File: src/rtl/uart_tx.sv
// Memory-mapped UART transmitter: CTRL/STAT/DATA/DIV register file, a small byte FIFO
// and an 8N1 serialiser whose bit time is re-sampled from DIV at every bit boundary.
module uart_tx #(
    parameter int DEPTH    = 4,
    parameter int DIV_INIT = 16
) (
    input  logic        clk,
    input  logic        reset,
    input  logic [29:0] Addr,
    input  logic [31:0] Din,
    input  logic        WE,
    output logic [31:0] Dout,
    output logic        IRQ,
    output logic        tx
);

    localparam int AW = (DEPTH > 1) ? $clog2(DEPTH) : 1;

    typedef enum logic [1:0] {
        IDLE,
        START,
        DATA,
        STOP
    } state_t;

    state_t        state_q, state_d;
    logic [1:0]    ctrl_q, ctrl_d;
    logic [15:0]   div_q, div_d;
    logic          ovf_q, ovf_d;
    logic [AW-1:0] wptr_q, wptr_d;
    logic [AW-1:0] rptr_q, rptr_d;
    logic [4:0]    count_q, count_d;
    logic [7:0]    shift_q, shift_d;
    logic [2:0]    bitcnt_q, bitcnt_d;
    logic [15:0]   baud_q, baud_d;
    logic [15:0]   bitlen_q, bitlen_d;
    logic [7:0]    mem_q [DEPTH];

    logic        wr_ctrl, wr_stat, wr_data, wr_div;
    logic        full, empty, push, pop, bit_end, en;
    logic [15:0] div_eff;
    logic [7:0]  head;
    logic        unused_bits;

    assign unused_bits = ^{Addr[29:2], Din[31:16]};

    assign wr_ctrl = WE && (Addr[1:0] == 2'd0);
    assign wr_stat = WE && (Addr[1:0] == 2'd1);
    assign wr_data = WE && (Addr[1:0] == 2'd2);
    assign wr_div  = WE && (Addr[1:0] == 2'd3);

    assign en      = ctrl_q[0];
    assign full    = (count_q == 5'(DEPTH));
    assign empty   = (count_q == 5'd0);
    assign push    = wr_data && !full;
    assign div_eff = (div_q == 16'd0) ? 16'd1 : div_q;
    assign bit_end = (baud_q == bitlen_q - 16'd1);
    assign head    = mem_q[rptr_q];

    // FIFO storage: one write-enabled byte per entry, head read asynchronously for the pop.
    for (genvar gi = 0; gi < DEPTH; gi++) begin : g_mem
        always_ff @(posedge clk) begin
            if (push && (wptr_q == AW'(gi))) begin
                mem_q[gi] <= Din[7:0];
            end
        end
    end

    // Serialiser next state; the bit length is captured from DIV only when a bit begins.
    always_comb begin
        state_d  = state_q;
        shift_d  = shift_q;
        bitcnt_d = bitcnt_q;
        baud_d   = baud_q;
        bitlen_d = bitlen_q;
        pop      = 1'b0;
        case (state_q)
            IDLE: begin
                if (en && !empty) begin
                    pop      = 1'b1;
                    shift_d  = head;
                    bitcnt_d = 3'd0;
                    baud_d   = 16'd0;
                    bitlen_d = div_eff;
                    state_d  = START;
                end
            end
            START: begin
                if (bit_end) begin
                    baud_d   = 16'd0;
                    bitlen_d = div_eff;
                    state_d  = DATA;
                end else begin
                    baud_d = baud_q + 16'd1;
                end
            end
            DATA: begin
                if (bit_end) begin
                    baud_d   = 16'd0;
                    bitlen_d = div_eff;
                    shift_d  = {1'b0, shift_q[7:1]};
                    if (bitcnt_q == 3'd7) begin
                        state_d = STOP;
                    end else begin
                        bitcnt_d = bitcnt_q + 3'd1;
                    end
                end else begin
                    baud_d = baud_q + 16'd1;
                end
            end
            STOP: begin
                if (bit_end) begin
                    baud_d = 16'd0;
                    if (en && !empty) begin
                        pop      = 1'b1;
                        shift_d  = head;
                        bitcnt_d = 3'd0;
                        bitlen_d = div_eff;
                        state_d  = START;
                    end else begin
                        state_d = IDLE;
                    end
                end else begin
                    baud_d = baud_q + 16'd1;
                end
            end
            default: state_d = IDLE;
        endcase
    end

    // Register file and FIFO bookkeeping; "full" is the pre-edge value, so a pop on the
    // same edge does not rescue a write to a full FIFO.
    always_comb begin
        ctrl_d = wr_ctrl ? Din[1:0] : ctrl_q;
        div_d  = wr_div ? Din[15:0] : div_q;
        ovf_d  = ovf_q;
        if (wr_stat) begin
            ovf_d = 1'b0;
        end else if (wr_data && full) begin
            ovf_d = 1'b1;
        end
        wptr_d = push ? wptr_q + AW'(1) : wptr_q;
        rptr_d = pop ? rptr_q + AW'(1) : rptr_q;
        case ({push, pop})
            2'b10:   count_d = count_q + 5'd1;
            2'b01:   count_d = count_q - 5'd1;
            default: count_d = count_q;
        endcase
    end

    always_ff @(posedge clk or posedge reset) begin
        if (reset) begin
            state_q  <= IDLE;
            ctrl_q   <= 2'd0;
            div_q    <= 16'(DIV_INIT);
            ovf_q    <= 1'b0;
            wptr_q   <= '0;
            rptr_q   <= '0;
            count_q  <= 5'd0;
            shift_q  <= 8'd0;
            bitcnt_q <= 3'd0;
            baud_q   <= 16'd0;
            bitlen_q <= 16'd0;
        end else begin
            state_q  <= state_d;
            ctrl_q   <= ctrl_d;
            div_q    <= div_d;
            ovf_q    <= ovf_d;
            wptr_q   <= wptr_d;
            rptr_q   <= rptr_d;
            count_q  <= count_d;
            shift_q  <= shift_d;
            bitcnt_q <= bitcnt_d;
            baud_q   <= baud_d;
            bitlen_q <= bitlen_d;
        end
    end

    always_comb begin
        Dout = 32'd0;
        case (Addr[1:0])
            2'd0:    Dout = {30'd0, ctrl_q};
            2'd1:    Dout = {23'd0, count_q, ovf_q, empty, full, (state_q != IDLE)};
            2'd2:    Dout = 32'd0;
            default: Dout = {16'd0, div_q};
        endcase
    end

    always_comb begin
        case (state_q)
            START:   tx = 1'b0;
            DATA:    tx = shift_q[0];
            default: tx = 1'b1;
        endcase
    end

    assign IRQ = ctrl_q[1] && ctrl_q[0] && empty && (state_q == IDLE);

endmodule

File: config.mk
export PLATFORM = sky130hd
export DESIGN_NAME = uart_tx
export DESIGN_NICKNAME = d
export VERILOG_FILES = /design/src/rtl/uart_tx.sv
export SDC_FILE = /design/constraint.sdc
export NUM_CORES = 1
export LEC_CHECK = 0
export ABC_AREA = 1
export CAP_MARGIN = 25
export CORE_MARGIN = 2
export CORE_UTILIZATION = 58
export DETAILED_ROUTE_END_ITERATION = 12
export GPL_TIMING_DRIVEN = 0
export HOLD_SLACK_MARGIN = 0.02
export PLACE_DENSITY_LB_ADDON = 0.2
export SYNTH_ARGS = -nofsm -noshare
export SYNTH_HDL_FRONTEND = slang
export SYNTH_SLANG_ARGS = --single-unit
File: constraint.sdc
create_clock -name clk -period 4.8 [get_ports clk]
set_input_delay 0.48 -clock clk [delete_from_list [all_inputs] [get_ports clk]]
set_output_delay 0.48 -clock clk [all_outputs]
set_load 0.03 [all_outputs]
---- After elaboration in Yosys (flattened, before gate mapping) ----
Memories as Yosys holds them, arrays and structs flattened.
Cells that the tools add are included.
operators by class
  shift-type cells ........................ 0
  div/mod/pow operators ................... 0
  bitwise logic cells ..................... 0
  equal/unequal tests ..................... 21
  $add $sub $neg .......................... 7
  order comparisons ....................... 0
  muxes and demuxes ....................... 49
  multiply operators ...................... 0
  reduce and logical (&&, ||, !) cells .... 34
operators by type and width
  operator                                                                number
  16-bit two-way mux                                                      6
  16-bit one-hot mux with 3 select lines                                  2
  8-bit two-way mux                                                       6
  16-bit one-hot mux with 2 select lines                                  1
  8-bit one-hot mux with 3 select lines                                   1
  8-bit OR reduction                                                      3
  16-bit by 1-bit adder with 16-bit output (second input constant)        1
  16-bit equality test                                                    1
  16-bit logical NOT                                                      1
  1-bit two-way mux                                                       16
  2-bit two-way mux                                                       8
  16-bit by 1-bit subtractor with 16-bit output (second input constant)   1
  2-bit equality test (second input constant)                             7
  1-bit logical AND                                                       14
  3-bit two-way mux                                                       4
  2-bit != test (second input constant)                                   6
  5-bit one-hot mux with 2 select lines                                   1
  3-bit one-hot mux with 3 select lines                                   1
  2-bit by 1-bit equality test with 1-bit output (second input constant)  4
  2-bit one-hot mux with 4 select lines                                   1
  2-bit logical NOT                                                       3
  2-bit nonzero test                                                      3
  5-bit by 1-bit adder with 5-bit output (second input constant)          1
  5-bit by 3-bit equality test with 1-bit output (second input constant)  1
  other kinds (15)                                                        18
word-level totals
  output and inout port bits .............. 34
  memories kept ........................... 1
  logic and storage cells ................. 123
  bits in latches ......................... 0
  ROM bits ................................ 0
  bits in registers ....................... 73
  memory bits (writable) .................. 32
memory list
  name   words  width  read ports  clocked after Yosys merged registers in  wr ports  RTL line  source
  mem_q  4      8      1           0                                        1         37        logic [7:0] mem_q [DEPTH];

---- Logic depth before layout (Yosys ltp) ----
  word-level depth ........................ 10
  mapped depth ............................ 25
  depth with buffers taken out ............ 25

---- Least setup slack after synthesis ----
OpenSTA, ideal clock, no wires.
  path kind ............................... register -> register
  from .................................... register bitlen_q[0]
  to ...................................... register count_q[4]
  clock period less this slack ............ 3178 ps
  arrival time ............................ 3047 ps
  setup time .............................. 131 ps
  setup slack ............................. 1622 ps
  cell stages (with the launch flop) ...... 25
  path buffers ............................ 0
  data required time ...................... 4669 ps
  cell sequence ........................... dfrtp_1 > inv_1 > ha_1 > inv_1 > nor2_1 > nand2_1 > nor2_2 > nand2_1 > nand2_1 > nand2_1 > nor2_2 > nand3_4 > nor2_1 > nand2_1 > nand2_1 > nand2_1 > inv_1 > ha_1 > ha_1 > a21o_1 > a31oi_1 > inv_1 > a21oi_1 > o21ai_0 > xor2_1
on the way
  cells in the longest elaborated chain, start to end .. 6
ends and longest elaborated chain
  element                                                                                RTL line  source
  from (decl)                                                                            36        logic [15:0] bitlen_q, bitlen_d;
  from (signal assigned)                                                                 175       bitlen_q <= bitlen_d;
  16-bit by 1-bit subtractor with 16-bit output *                                        57        assign bit_end = (baud_q == bitlen_q - 16'd1);
  16-bit equality test *                                                                 57
  1-bit two-way mux *                                                                    112       if (bit_end) begin
  1-bit one-hot mux with 2 select lines *                                                77        case (state_q)
  via pop                                                                                40        logic full, empty, push, pop, bit_end, en;
  2-bit by 1-bit equality test with 1-bit output or 2-bit equality test (tied branches)  144       case ({push, pop})
  5-bit one-hot mux with 2 select lines or 2-bit nonzero test (tied branches)            --
  to (signal assigned)                                                                   171       count_q <= count_d;
  to (decl)                                                                              32        logic [4:0] count_q, count_d;
Mark *: on every way through the listed nets, which the timed path passes. The rest lies on a longest branch.
A chain may end at the register's enable or synchronous reset.

---- Final worst setup path ----
Ends and elaborated chain as after synthesis.

==> metrics.cfg <==
[outcome]
status=completed

[place]
place_congestion=0.918
port_buffers=38
dp.cells=932
dp.final_hpwl_um=10500

[timing]
totalNegativeSetupSlack_ns=0
hold_ws_ns=0.495
relSlewSlack_pct=49.5
finalHoldViolCount=0
max_freq_mhz=263
rsz0062_at_grt=false
clock_skew_ns=0.0148
finalCriticalPeriod_ns=3.80
drv_slew=0
setup_viol=0
fin_crit_sh_pct=79.1
tightestPinTransition_ns=0.755

[global_route]
grt_use_total_pct=25.9
overflow=0
grt_pass1_vias=4891
antenna_found_initial=0
grt_max_degree=74
grt_pass1_wl_um=23200

[drt]
ant_nets=0
wl_um=13900
firstDrtPassIters=6
vias=5098
wl_per_cell_um=14.6
via_per_inst=5.37
drt_iter0_markers=389
drc_errors=0

[synth]
syn_area_mm2=0.00607
avgSynthCellArea_um2=8.17
ys_types=47
yosys_warnings=0
synth-seq-cells=105
yosys.area_share.simple_pct=28.3
synth_flop_cell=dfrtp_1
postSynthCellCount=743
synthAdderAreaFrac_pct=4.04
synth_edf_count=32
synthArstFlopShare_pct=69.5
synthMuxAreaShare_pct=0
synth_compound_area_share_pct=9.91
synth-xor-area-share_pct=3.32
synth_top_family_by_area=simple AND/OR/NAND/NOR gates
yosysSeqAreaShare_pct=45.9

[layout]
most-common-layout-cells=nand2_1 (197), inv_1 (80), nor2_1 (80)
layout_commonest_cell=nand2_1
n_antenna_cell=0
fillers=852
synthToLayoutAreaGrowth_pct=14.0
finalNonFillerCells=949
utilization_pct=67.6
layout-drive-gt1-share_pct=10.6
nNetsFinal=892

[worst_setup_path]
critPathCaptureType=register
crit_type=register to register
reg2regPathDepth=24
slowest_stage=dfrtp_1
crit_buf_inv=4
r2r-end=count_q[4]
r2r_slack_ns=1.00
path_cells=inv_1, ha_1, inv_1, nor2_1, nand2_1, nor2_2, nand2_1, nand2_1, nand2_1, nor2_2, nand3_4, nor2_1, nand2_1, nand2_1, nand2_1, inv_1, ha_1, ha_1, a21o_1, a31oi_1, inv_1, a21oi_1, o21ai_0, xor2_1
critPathLaunchType=register
slowest_delay_ns=0.44
path_common_cell=nand2_1
r2r_start=bitlen_q[0]
cp_max_fo=6
cp.required_ns=5.06
cp.arrival_ns=4.06
crit_family=simple AND/OR/NAND/NOR gates

[floorplanning]
std_cell_rows=37
initial_core_util_pct=59.3
core_mm2=0.0102
dieArea_mm2=0.0113
top_level_ports=99
fp.dieW_um=106
die_height_um=106

[min_path]
min_path_type=register to register
min_path_cells=2
hold_start=shift_q[1]
hold_end=shift_q[1]

[pwr]
power_density_mw_per_mm2=560
p_int_mw=2.04
power_mw=3.88
ir_drop_mv=0.290
p_sw_share_pct=47.4
p_leak_nw=3.24
switchingPower_mw=1.84
pwr-share-comb_pct=50.4
clkPwrFrac_pct=14.5
seqPwrFrac_pct=35.1

[clocking]
post_cts_buffers=0
clk_latency_ns=0.39
numCtsBuffers=9
cts_resized=0
cts_hold_buf=0
cts_buffer_depth=2
root_buffer=clkbuf_8
clock-sinks=105
h-tree-depth=3
path_clk_slew_ns=0.12
cts_tree=yes

[flow_run]
max_cap_viol_count=0

==> worst max path at each step <==
stage,start,endpoint,slack (ns),depth (start not counted)
6_report,bitlen_q[0],count_q[4],1.00,24
3_3_place_gp,bitlen_q[0],count_q[4],1.14,22
3_5_place_dp,bitlen_q[0],count_q[4],1.04,22
4_1_cts,bitlen_q[0],count_q[4],1.01,22
2_1_floorplan,bitlen_q[0],count_q[4],1.62,24
5_1_grt,bitlen_q[0],count_q[4],0.57,24
==> power by group through the flow <==
| stage | clock (mW) | combinational, mW | sequential, mW |
|---|---|---|---|
| floorplan | 0 | 1.51 | 1.31 |
| global placement | 0 | 1.85 | 1.36 |
| detailed placement | 0 | 1.94 | 1.37 |
| CTS | 0.571 | 1.96 | 1.36 |
| global route | 0.606 | 2.20 | 1.39 |
| finish | 0.563 | 1.96 | 1.36 |
==> metrics by stage <==
stage                     setup slack (ns)  cell area (um2)
after floorplan                       1.62             6130
after global placement                1.14             6680
after detailed placement              1.04             6680
after CTS                             1.01             6890
after global routing                 0.570             6920
final                                 1.00             6920
==> area by class of cell <==
class                      instances  area [um2]  area share (%)
timing repair buffer              39         408            5.89
multi-input combinational        538        2830            40.9
sequential                       105        2790            40.3
clock inverter                     7        88.8            1.28
buffer                            29         188            2.71
inverter                          86         325            4.70
tap                              136         170            2.46
clock buffer                       9         124            1.79
==> cell usage after synthesis, types with 2 or more instances <==
cell type  instances  area [um2]
inv_1             81         304
clkbuf_1           9        33.8
o41ai_1            2        17.5
nor2_1            80         300
o21ai_2            8        70.1
nand4_1           16         100
inv_2              3        11.3
o21ai_0           30         150
ha_1              18         225
nand3b_1           6        45.0
a32o_1             7        70.1
o211ai_1           2        15.0
buf_4             17         128
clkinv_1           2        7.51
a21oi_1           29         145
buf_6              2        22.5
xnor2_1            7        61.3
nand3_1           46         230
nor2_4             3        33.8
nor2_2            14        87.6
o221ai_1           2        17.5
nand2_4            2        22.5
dfrtp_1           72        1800
nor3_1             3        15.0
nand2_1          197         739
edfxtp_1          32         961
xor2_1            16         140
nand3_2            4        40.0
nand2_2           10        62.6
o22ai_1            6        37.5
==> flip-flops by register name (all words and copies together), names as in the netlist, 3 cells and up <==
name,count
baud_q,16
bitcnt_q,3
bitlen_q,16
count_q,5
div_q,16
mem_q,32
shift_q,8
==> layer usage <==
metal | up-vias | part of all wire [%] | global-route usage [%]
met5 | - | 0 | 0
met4 | 0 | 2.2 | 9.21
met3 | 22 | 6.2 | 3.49
met2 | 184 | 47 | 42.1
met1 | 2373 | 44 | 35.9
li1 | 2519 | - | -
==> worst min-delay path, delay by kind of cell, from the launching register on <==
family | cells | cell delay (ns)
AO/OA/AOI/OAI | 1 | 0.05
AND/OR/NAND/NOR | 1 | 0.06
flip-flops | 1 | 0.36
==> cells by family (layout without fill, tap and decap cells) <==
| group | count (synthesis) | in the layout |
|---|---|---|
| compound gates | 94 | 94 |
| other cells | 1 | 16 |
| simple gates | 386 | 386 |
| buf+inv | 115 | 170 |
| flops | 105 | 105 |
| xor+xnor | 23 | 23 |
| fa+ha+maj | 19 | 19 |
(Power assumes the default switching activity.)
